[src/rtl/johnson_step_timebase.sv]
// Clock-enable timebase for the Johnson counter: free-running power-of-two divider
// or debounced single-step ticks, toggled by a debounced mode button.
module johnson_step_timebase #(
    parameter int BASE_EXP        = 22,
    parameter int DIV_W           = 27,
    parameter int DEBOUNCE_CYCLES = 1_000_000
) (
    input  logic       clk,
    input  logic       reset,
    input  logic       mode_n,
    input  logic       step_n,
    input  logic [1:0] rate,
    output logic       tick,
    output logic       running
);

    // state    | meaning
    // ST_RUN   | divider free-runs, tick on terminal count, step presses ignored
    // ST_PAUSE | divider held at 0, one tick per step press
    typedef enum logic {ST_RUN, ST_PAUSE} state_t;

    localparam int DB_W = $clog2(DEBOUNCE_CYCLES);
    localparam logic [DB_W-1:0] DB_LAST = DB_W'(DEBOUNCE_CYCLES - 1);

    // Button index 0 is mode, index 1 is step.
    logic [1:0]      sync1_q, sync1_d;
    logic [1:0]      sync2_q, sync2_d;
    logic [1:0]      level_q, level_d;
    logic [1:0]      level_dly_q, level_dly_d;
    logic [1:0]      press_q, press_d;
    logic [DB_W-1:0] db_cnt_q [2];
    logic [DB_W-1:0] db_cnt_d [2];

    state_t           state_q, state_d;
    logic [DIV_W-1:0] div_q, div_d;
    logic [DIV_W-1:0] div_max;
    logic             tick_q, tick_d;
    logic             running_q, running_d;

    always_comb begin
        sync1_d     = {step_n, mode_n};
        sync2_d     = sync1_q;
        level_d     = level_q;
        level_dly_d = level_q;
        for (int i = 0; i < 2; i++) begin
            db_cnt_d[i] = '0;
            if (sync2_q[i] != level_q[i]) begin
                if (db_cnt_q[i] == DB_LAST) begin
                    level_d[i] = sync2_q[i];
                end else begin
                    db_cnt_d[i] = db_cnt_q[i] + DB_W'(1);
                end
            end
        end
        // Only the falling (press) edge of the accepted level is an event.
        press_d = level_dly_q & ~level_q;
    end

    always_comb begin
        div_max   = (DIV_W'(1) << (BASE_EXP + int'(rate))) - DIV_W'(1);
        state_d   = state_q;
        div_d     = div_q;
        tick_d    = 1'b0;
        if (press_q[0]) begin
            // A toggle never ticks; a coincident step press is dropped.
            state_d = (state_q == ST_RUN) ? ST_PAUSE : ST_RUN;
            div_d   = '0;
        end else if (state_q == ST_RUN) begin
            if (div_q >= div_max) begin
                tick_d = 1'b1;
                div_d  = '0;
            end else begin
                div_d = div_q + DIV_W'(1);
            end
        end else begin
            div_d  = '0;
            tick_d = press_q[1];
        end
        running_d = (state_d == ST_RUN);
    end

    always_ff @(posedge clk) begin
        if (reset) begin
            sync1_q     <= 2'b11;
            sync2_q     <= 2'b11;
            level_q     <= 2'b11;
            level_dly_q <= 2'b11;
            press_q     <= 2'b00;
            db_cnt_q    <= '{default: '0};
            state_q     <= ST_RUN;
            div_q       <= '0;
            tick_q      <= 1'b0;
            running_q   <= 1'b1;
        end else begin
            sync1_q     <= sync1_d;
            sync2_q     <= sync2_d;
            level_q     <= level_d;
            level_dly_q <= level_dly_d;
            press_q     <= press_d;
            db_cnt_q    <= db_cnt_d;
            state_q     <= state_d;
            div_q       <= div_d;
            tick_q      <= tick_d;
            running_q   <= running_d;
        end
    end

    assign tick    = tick_q;
    assign running = running_q;

endmodule

[config.mk]
export PLATFORM = sky130hd
export DESIGN_NAME = johnson_step_timebase
export DESIGN_NICKNAME = d
export VERILOG_FILES = /design/src/rtl/johnson_step_timebase.sv
export SDC_FILE = /design/constraint.sdc
export NUM_CORES = 1
export LEC_CHECK = 0
export ABC_AREA = 1
export BUFFER_PORTS_ARGS = -buffer_cell sky130_fd_sc_hd__buf_2
export CAP_MARGIN = 40
export CORE_MARGIN = 5
export CORE_UTILIZATION = 62
export DETAILED_ROUTE_END_ITERATION = 10
export PLACE_DENSITY = 0.82
export SYNTH_ARGS = -nofsm -noshare
export SYNTH_HDL_FRONTEND = slang
export SYNTH_SLANG_ARGS = --single-unit
[constraint.sdc]
create_clock -name clk -period 1.93 [get_ports clk]
set_input_delay 0.4825 -clock clk [delete_from_list [all_inputs] [get_ports clk]]
set_output_delay 0.4825 -clock clk [all_outputs]
set_load 0.05 [all_outputs]
==> flow_metrics.tcl <==
set metrics [dict create \
    fp.dieH_um 91.0 \
    fin_ws_ns 0.255 \
    routabilityCongestion 0.925 \
    status "complete, no violations" \
    drc 0 \
    hp-class "input port to flop" \
    netlist_top_cells_count "nand2_1 (128), nor2_1 (97), dfxtp_1 (80), inv_1 (53), nand3_1 (30)" \
    area_growth_pct 8.25 \
    portBuffers 7 \
    ff2ff_setup_slack_ns 0.26 \
    synth_top_cell_area_share_pct 39.4 \
    worstSetupEndpointType "flop" \
    clock_path_buffers 2 \
    finClkSkew_ns 0.00821 \
    clkSinkCount 80 \
    root_buffer "clkbuf_8" \
    synth_cell_types 33 \
    drt_pass1_iterations 5 \
    pre_cts_ws_ns -0.0140 \
    antenna_found_initial 0 \
    hold_violations 0 \
    min_period_ns 1.67 \
    grt_use_met3_pct 6.86 \
    period_share_pct 86.8 \
    grt_pass1_wl_um 13900 \
    use_met1_pct 24.4 \
    dpl.cell_count 645 \
    syn_area_um2 4070 \
    rows 29 \
    routed_wl_um 7650 \
    ant_nets 0 \
    ctsHoldBuffers 0 \
    initial_core_util_pct 64.0 \
    syn_area_per_cell_um2 7.29 \
    insertion_delay_ns 0.36 \
    ctsResizeCount 0 \
    dp_hpwl_um 5700 \
    syn_inst 558 \
    critPathArrivalTime_ns 1.91 \
    power_density_nw_per_um2 681 \
    clock.fmax_mhz 597 \
    grt_pass1_vias 3319 \
    grt_overflow 0 \
    final_cells 661 \
    dieArea_um2 8280 \
    die_w_um 91.0 \
    synth_most_common_cell "nand2_1" \
    cts_setup_buffers 0 \
    finalMaxSlewViolations 0 \
    routedWlPerCell_um 11.6 \
    ys_warn_count 0 \
    grt_max_degree 20 \
    track_usage_pct 20.0 \
    yosysSeqAreaShare_pct 39.4 \
    vias 3442 \
    cts_inserted_buffers 9 \
    via_per_inst 5.21 \
    p_total_mw 3.00 \
    crit_required_ns 2.17 \
    synth_top_cell_by_area "dfxtp_1" \
    synth_flop_cell "dfxtp_1" \
    grt_util_met2_pct 33.0 \
    crit_fanout 19 \
    setup_viol 0 \
    synth_area_leaders "dfxtp_1 (39%), nand2_1 (12%), nor2_1 (9.0%), inv_1 (4.9%), xor2_1 (4.5%)" \
    synth_edf_count 0 \
    irDropWorstVdd_v 0.000567 \
    io_pins 8 \
    critPathLaunchType "flop" \
    p_leak_nw 1.59 \
    rsz0062_at_grt "no" \
    clk_pin_slew_ns 0.08 \
    antenna_cells 0 \
    core_area_um2 6350 \
    drt_first_iter_violations 150 \
    htree_num_levels 3 \
    crit_type "flop to flop" \
    drive_gt1_share_pct 13.7 \
    synth-async-reset-ratio_pct 0 \
    cts_tree "done" \
    ys_ff_latch 80 \
    grt_busiest_layer "met2" \
    nets 596 \
    drv_cap 0 \
    holdWs_ns 0.299 \
]
logic make-up after synthesis:
family | count (synthesis) | share of synthesized area (%)
simple gates | 340 | 39.0
flops | 80 | 39.4
buf+inv | 62 | 6.80
xor+xnor | 36 | 7.76
compound gates | 27 | 3.45
fa+ha+maj | 11 | 3.39
other cells | 2 | 0.185
worst paths after layout:
kind               start      endpoint  cells after the start
max          db_cnt_q[0]  db_cnt_q[17]                      6
min               mode_n    sync1_q[0]                      2
max reg2reg  db_cnt_q[0]  db_cnt_q[17]                      6
min reg2reg   sync1_q[0]    sync2_q[0]                      1
where the power goes:
| group | switching, mW | internal, mW | total (mW) |
|---|---|---|---|
| Combinational | 0.0502 | 0.0291 | 0.0793 |
| Sequential | 0.00468 | 1.66 | 1.66 |
| Clock | 0.620 | 0.636 | 1.26 |
metrics by stage:
step	utilization (%)	cell area (µm²)	setup TNS (ns)
finish	69.3	4400	0
global route	69.3	4400	0
CTS	69.3	4400	0
detailed placement	66.1	4200	-0.0143
global placement	66.1	4200	0
floorplan	-	4080	0
cell type report:
cell class / count / area, µm²
multi-input combinational: 420 / 2200
clock buffer: 10 / 138
tap: 77 / 96.3
fill: 551 / 1950
sequential: 80 / 1600
timing repair buffer: 12 / 85.1
clock inverter: 6 / 67.6
inverter: 56 / 210
state kept, by name, summed over array words and instances (netlist names):
signal       cells
sync1_q          2
sync2_q          2
db_cnt_q        40
running          1
state_q          1
div_q           27
level_dly_d      2
press_q          2
level_dly_q      2
tick             1
critical path, cell delays in order (launching register included):
cell     delay, ns
dfxtp_1       0.36
ha_1          0.21
nand3_2       0.15
nor3_1        0.22
nand3_1       0.18
nand2_2       0.34
nor2_1        0.09
routing by layer:
layer,wire (µm),vias up
met2,3770,58
li1,-,1790
met4,98,0
met1,3460,1583
met5,0,-
met3,316,11
layout by cell type, fill, tap and decap left out, types with 2 or more instances in the layout:
cell	instances
nand2_1	128
nor2_1	97
dfxtp_1	80
inv_1	53
nand3_1	30
nor2_2	25
xor2_1	21
nand4_1	18
a21oi_1	18
xnor2_1	15
nor3_1	14
ha_1	11
or2_2	10
clkbuf_8	10
buf_2	7
o21ai_0	6
conb_1	6
buf_4	4
nand3_2	3
inv_2	3
nor2_4	3
nand2_4	2
nand2_2	2
or2_0	2
clkinvlp_4	2
Note: power is estimated with default switching activity, not from simulation.
